**src/rtl/async_fifo_wr_arb.sv**
```systemverilog
`default_nettype none
// ============================================================================
// async_fifo_wr_arb : round-robin burst arbiter for one async FIFO write port
// Rev 1.0
// ============================================================================
module async_fifo_wr_arb #(
  parameter int NREQ = 4,
  parameter int W    = 32,
  parameter int AW   = 4,
  parameter int BL_W = 4,
  parameter int IW   = 2
) (
  input  logic                 clk,
  input  logic                 reset,
  input  logic [NREQ-1:0]      req_valid,
  input  logic [NREQ*BL_W-1:0] req_len,
  input  logic [NREQ*W-1:0]    req_data,
  output logic [NREQ-1:0]      req_ack,
  output logic [NREQ-1:0]      req_done,
  output logic [IW-1:0]        grant_id,
  output logic                 busy,
  output logic                 fifo_wr_en,
  output logic [W-1:0]         fifo_wr_data,
  input  logic                 fifo_full,
  input  logic [AW:0]          fifo_free
);

  typedef enum logic [1:0] {
    IDLE = 2'd0,
    WAIT = 2'd1,
    XFER = 2'd2
  } state_t;

  state_t          state_q, state_d;
  logic [IW-1:0]   grant_q, grant_d;
  logic [IW-1:0]   rr_q, rr_d;
  logic [BL_W-1:0] cnt_q, cnt_d;

  logic [IW-1:0]   idx;
  logic [IW-1:0]   pick;
  logic            found;
  logic [BL_W-1:0] pick_len;
  logic            sel_valid;
  logic [W-1:0]    sel_data;
  logic [AW:0]     need;

  // Round-robin search starts just after the last served requester.
  always_comb begin
    found     = 1'b0;
    pick      = '0;
    idx       = '0;
    pick_len  = '0;
    sel_valid = 1'b0;
    sel_data  = '0;
    for (int i = 1; i <= NREQ; i++) begin
      idx = IW'((int'(rr_q) + i) % NREQ);
      if (!found && req_valid[idx]) begin
        found = 1'b1;
        pick  = idx;
      end
    end
    for (int i = 0; i < NREQ; i++) begin
      if (grant_q == IW'(i)) begin
        sel_valid = req_valid[i];
        sel_data  = req_data[i*W +: W];
      end
      if (pick == IW'(i)) begin
        pick_len = req_len[i*BL_W +: BL_W];
      end
    end
  end

  assign need = (AW+1)'(cnt_q) + (AW+1)'(1);

  always_comb begin
    state_d      = state_q;
    grant_d      = grant_q;
    rr_d         = rr_q;
    cnt_d        = cnt_q;
    fifo_wr_en   = 1'b0;
    fifo_wr_data = '0;
    req_ack      = '0;
    req_done     = '0;
    case (state_q)
      IDLE: begin
        if (found) begin
          grant_d = pick;
          cnt_d   = pick_len;
          state_d = WAIT;
        end
      end
      // fifo_free can only under-report, so a pass here guarantees room for the burst.
      WAIT: begin
        if (!sel_valid) begin
          state_d = IDLE;
        end else if (fifo_free >= need) begin
          state_d = XFER;
        end
      end
      XFER: begin
        fifo_wr_data = sel_data;
        if (!sel_valid) begin
          state_d = IDLE;
          rr_d    = grant_q;
        end else if (!fifo_full) begin
          fifo_wr_en = 1'b1;
          req_ack    = NREQ'(1) << grant_q;
          if (cnt_q == '0) begin
            req_done = NREQ'(1) << grant_q;
            rr_d     = grant_q;
            state_d  = IDLE;
          end else begin
            cnt_d = cnt_q - BL_W'(1);
          end
        end
      end
      default: state_d = IDLE;
    endcase
  end

  always_ff @(posedge clk or posedge reset) begin
    if (reset) begin
      state_q <= IDLE;
      grant_q <= '0;
      rr_q    <= IW'(NREQ - 1);
      cnt_q   <= '0;
    end else begin
      state_q <= state_d;
      grant_q <= grant_d;
      rr_q    <= rr_d;
      cnt_q   <= cnt_d;
    end
  end

  assign grant_id = grant_q;
  assign busy     = (state_q != IDLE);

endmodule
`default_nettype wire

```
**config.mk**
```make
export PLATFORM = sky130hd
export DESIGN_NAME = async_fifo_wr_arb
export DESIGN_NICKNAME = d
export VERILOG_FILES = /design/src/rtl/async_fifo_wr_arb.sv
export SDC_FILE = /design/constraint.sdc
export NUM_CORES = 1
export LEC_CHECK = 0
export ABC_AREA = 1
export CORE_ASPECT_RATIO = 0.5
export CORE_MARGIN = 2
export CORE_UTILIZATION = 34
export CTS_CLUSTER_SIZE = 12
export DETAILED_ROUTE_END_ITERATION = 8
export GPL_ROUTABILITY_DRIVEN = 0
export PLACE_DENSITY = 0.92
export SETUP_SLACK_MARGIN = 0.3
export SLEW_MARGIN = 20
export SYNTH_ARGS = -nofsm -noshare
export SYNTH_HDL_FRONTEND = slang
export SYNTH_SLANG_ARGS = --single-unit
```
**constraint.sdc**
```tcl
create_clock -name clk -period 5.28 [get_ports clk]
set_input_delay 1.056 -clock clk [delete_from_list [all_inputs] [get_ports clk]]
set_output_delay 1.056 -clock clk [all_outputs]
set_load 0.02 [all_outputs]
```
Word-level counts from Yosys, hierarchy flattened:

Cells that the tools add are included.

* bits in registers: 10
* input port bits: 156
* output and inout port bits: 44
* word-level logic and storage cells: 103

* add/sub/neg operators: 6
* magnitude comparators: 5
* equal/unequal tests: 17
* shifts and indexed selects: 1
* mux-type cells: 54
* reduce and logical (&&, ||, !) cells: 16

Operators with widths (count)
* $mux W32: 5
* $mux W4: 15
* $mux W2: 13
* $mux W1: 15
* $lt A2 B3 Y1 const B: 4
* $eq A2 B2 Y1 const B: 5
* $ne A2 B2 Y1 const B: 5
* $ne A3 B3 Y1 const B: 3
* $bmux W1 S2: 4
* $pmux W4 S2: 1
* $eq A2 B1 Y1 const B: 3
* $logic_not A2 Y1: 3
* $pmux W2 S3: 1
* $add A4 B1 Y5 const B: 1
* $ge A5 B5 Y1: 1
* $reduce_and A5 Y1: 1
* $add A2 B1 Y2 const B: 2
* $add A2 B2 Y2 const B: 2
* $logic_not A4 Y1: 1
* $reduce_and A4 Y1: 1
* $reduce_bool A2 Y1: 2
* $shl A1 B2 Y4 const A: 1
* $sub A4 B1 Y4 const B: 1
* $logic_and A1 B1 Y1: 3
* other kinds (4): 6

Depth between registers and ports, before layout:

* depth in word-level cells: 20
* depth in mapped cells: 17
* depth with buffers taken out: 15

Worst setup path before layout:

No wires, ideal clock.

* path type: input -> output
* start point: input port req_valid[1]
* end point: output port req_done[0]
* data arrival time: 2.084 ns
* data required time: 4.224 ns
* slack: 2.140 ns
* stages: 7
* buffers on the path: 1
* cell sequence: nand2_1 -> nand2_1 -> o221ai_1 -> o21ai_2 -> nand3_1 -> buf_2 -> nor3_1

* longest elaborated chain between the ends: 5

RTL lines
* start, declared: RTL line 15 `input logic [NREQ-1:0] req_valid,`
* $mux W1 (3 in series): RTL line 63 `if (grant_q == IW'(i)) begin`
* $mux W4: RTL line 102 `if (!sel_valid) begin`
* $mux W4: RTL line 84 `case (state_q)`
* end, declared: RTL line 19 `output logic [NREQ-1:0] req_done,`

No other way between the ends.

Worst setup path after layout:

Same ends and word-level chain as after synthesis.

==> flow_summary.json <==
{
  "numPortBuffers": 199,
  "finalSetupViolCount": 0,
  "hold_viol_final": 0,
  "swShare_pct": 55.3,
  "wl_mm": 9.93,
  "setup-tns-final_ns": 0,
  "leakage_nw": 1.86,
  "p_clk_share_pct": 8.0,
  "relSlewSlack_pct": 41.9,
  "p_int_uw": 841,
  "die_area_um2": 7110,
  "area_delta_synth_final_pct": 97.1,
  "fin_crit_sh_pct": 81.1,
  "cts-htree-levels": 1,
  "root_buffer": "clkbuf_16",
  "reg2regPathDepth": 11,
  "initial_utilization_pct": 35.6,
  "grt_pass1_wl_mm": 15.0,
  "vdd_ir_drop_max_v": 0.000194,
  "required_ns": 4.22,
  "drc": 0,
  "cp-end-kind": "primary output",
  "dieHeight_um": 60.6,
  "vias": 3370,
  "synthesis.area_um2": 2180,
  "worst_hold_path_type": "register to register",
  "core_area_um2": 6130,
  "worstPathMaxFanout": 11,
  "drt_iter0_drc": 245,
  "hold_buffers": 0,
  "fp.dieW_um": 117,
  "grt-ovfl-total": 0,
  "setup_slack_ns": 1.00,
  "synth-seq-area-share_pct": 11.6,
  "critPathLaunchType": "input port",
  "combPwrFrac_pct": 81.9,
  "p_switching_mw": 1.04,
  "diodes": 0,
  "fmax_mhz": 234,
  "post_cts.repair.setup_buffers": 0,
  "yosysWarnings": 0,
  "clkTransAtPathRegs_ns": 0.04,
  "outcome": "finished, final reports clean",
  "arrival_ns": 3.22,
  "min_period_ns": 4.28,
  "antenna_found_initial": 0,
  "cts_max_path_buffers": 2,
  "layout_commonest_cell": "clkdlybuf4s50_1",
  "seq_power_share_pct": 10.1,
  "powerDensity_nw_per_um2": 439,
  "avgViaCountPerCell": 5.09,
  "worst_slew_pin_slew_ns": 0.869,
  "synth_fp_nets": 554,
  "final_cell_mix": "clkdlybuf4s50_1, o21ai_0, nand2_1",
  "numCtsBuffers": 3,
  "cap_violations": 0,
  "grt_pass1_vias": 3075,
  "drv_slew": 0,
  "path_class": "input port to primary output",
  "grtUsageTotal_pct": 26.9,
  "grt_setup_unrepaired": "false",
  "synth.distinct_cells": 35,
  "fin_skew_ns": 0.00292,
  "layout.nets": 738,
  "wl_per_cell_um": 15.0,
  "rows": 20,
  "place_ws_ns": 1.05,
  "clock-sinks": 10,
  "nFillCells": 526,
  "synthCells": 391,
  "grt_max_degree": 45,
  "drtAntennaViolNets": 0,
  "whs_path_depth": 2,
  "hpwl_mm": 7.71,
  "clk_latency_ns": 0.24,
  "cts_tree": "done",
  "post_cts_resized": 0,
  "boundaryPins": 200,
  "ys_seq_elements": 10,
  "final_layout_size_suffix_gt1_share_pct": 6.10,
  "postSynthAreaPerCell_um2": 5.57,
  "first_pass_iters": 4
}
cells by family (layout without fill, tap and decap cells):
logic type	Yosys count	after routing	share of synthesized area, %
and+or+nand+nor	150	150	30.7
AOI/OAI and AO/OA	146	146	38.9
buffers and inverters	76	259	14.0
DFF	10	10	11.6
adders and majority gates	7	7	4.02
xor gates and xnor gates	2	2	0.804
metrics by stage:
stage / area [um^2] / util (%) / total power [mW] / hold slack, ns / instances
floorplan: 2180 / - / 1.24 / 0.507 / 391
global placement: 4210 / 68.6 / 1.66 / 0.527 / 658
detailed placement: 4210 / 68.6 / 1.71 / 0.542 / 658
CTS: 4300 / 70.1 / 1.87 / 0.548 / 662
global route: 4300 / 70.1 / 2.07 / 0.565 / 662
finish: 4300 / 70.1 / 1.88 / 0.548 / 662
area by class of cell:
type / instances / area [um^2] / share of cell area [%]
tap: 88 / 110 / 2.56
multi-input combinational: 305 / 1620 / 37.8
sequential: 10 / 253 / 5.88
timing repair buffer: 203 / 2020 / 47.1
inverter: 52 / 198 / 4.60
clock buffer: 4 / 88.8 / 2.07
metal layers:
metal  share of wire [%]  wire [um]  global-route usage (%)  up-vias
met3                 4.5        444                    4.00       24
met4                 2.1        204                    6.89        0
met1                  43       4240                    35.0     1536
met2                  51       5040                    47.8      120
met5                   0          0                       0        -
li1                    -          -                       -     1690
worst paths after layout:
| check | startpoint | endpoint | slack (ns) |
|---|---|---|---|
| setup / recovery | req_valid[1] | req_done[0] | 1.00 |
| hold / removal | rr_q[1]$_DFFE_PP1P_ | rr_q[1]$_DFFE_PP1P_ | 0.55 |
| setup reg to reg | grant_id[0]$_DFFE_PP0P_ | cnt_q[1]$_DFFE_PP0P_ | 2.50 |
| hold reg to reg | rr_q[1]$_DFFE_PP1P_ | rr_q[1]$_DFFE_PP1P_ | 0.55 |
| max in group asynchronous | reset | rr_q[0]$_DFFE_PP1P_ | 3.85 |
| min in group asynchronous | reset | state_q[1]$_DFFE_PP0P_ | 1.11 |
power groups by stage:
stage               clock (mW)  combinational, mW  sequential, mW
floorplan                    0               1.08           0.167
global placement             0               1.47           0.189
detailed placement           0               1.52           0.191
CTS                      0.151               1.53           0.189
global route             0.156               1.72           0.198
finish                   0.151               1.54           0.190
synthesized netlist by cell type (all sizes together):
| cell | instances | area (um^2) |
|---|---|---|
| o21ai | 83 | 419 |
| nand2 | 70 | 295 |
| inv | 51 | 194 |
| nor2 | 49 | 196 |
| nand3 | 21 | 118 |
| o211ai | 20 | 150 |
| a21oi | 19 | 106 |
| clkbuf | 19 | 71.3 |
| o22ai | 10 | 62.6 |
| o21bai | 9 | 67.6 |
| dfrtp | 8 | 200 |
| ha | 7 | 87.6 |
| buf | 5 | 36.3 |
| nor3 | 5 | 25.0 |
| o221ai | 4 | 35.0 |
| dfstp | 2 | 52.6 |
| nand3b | 2 | 15.0 |
| nand4 | 2 | 12.5 |
| clkinv | 1 | 3.75 |
| o21a | 1 | 7.51 |
| or2 | 1 | 6.26 |
| xnor2 | 1 | 8.76 |
| xor2 | 1 | 8.76 |
sequential cells by signal, indices dropped and copies added (netlist names):
register,flops
cnt_q,4
grant_id,2
rr_q,2
state_q,2
critical path, cell delays in order:
cell and delay, ns:
clkdlybuf4s50_1 0.52, nand2_1 0.07, nand2_1 0.06, o221ai_1 0.12
o21ai_2 0.12, nand3_1 0.35, nor3_1 0.28, clkdlybuf4s50_1 0.65
Note: power is estimated with default switching activity, not from simulation.
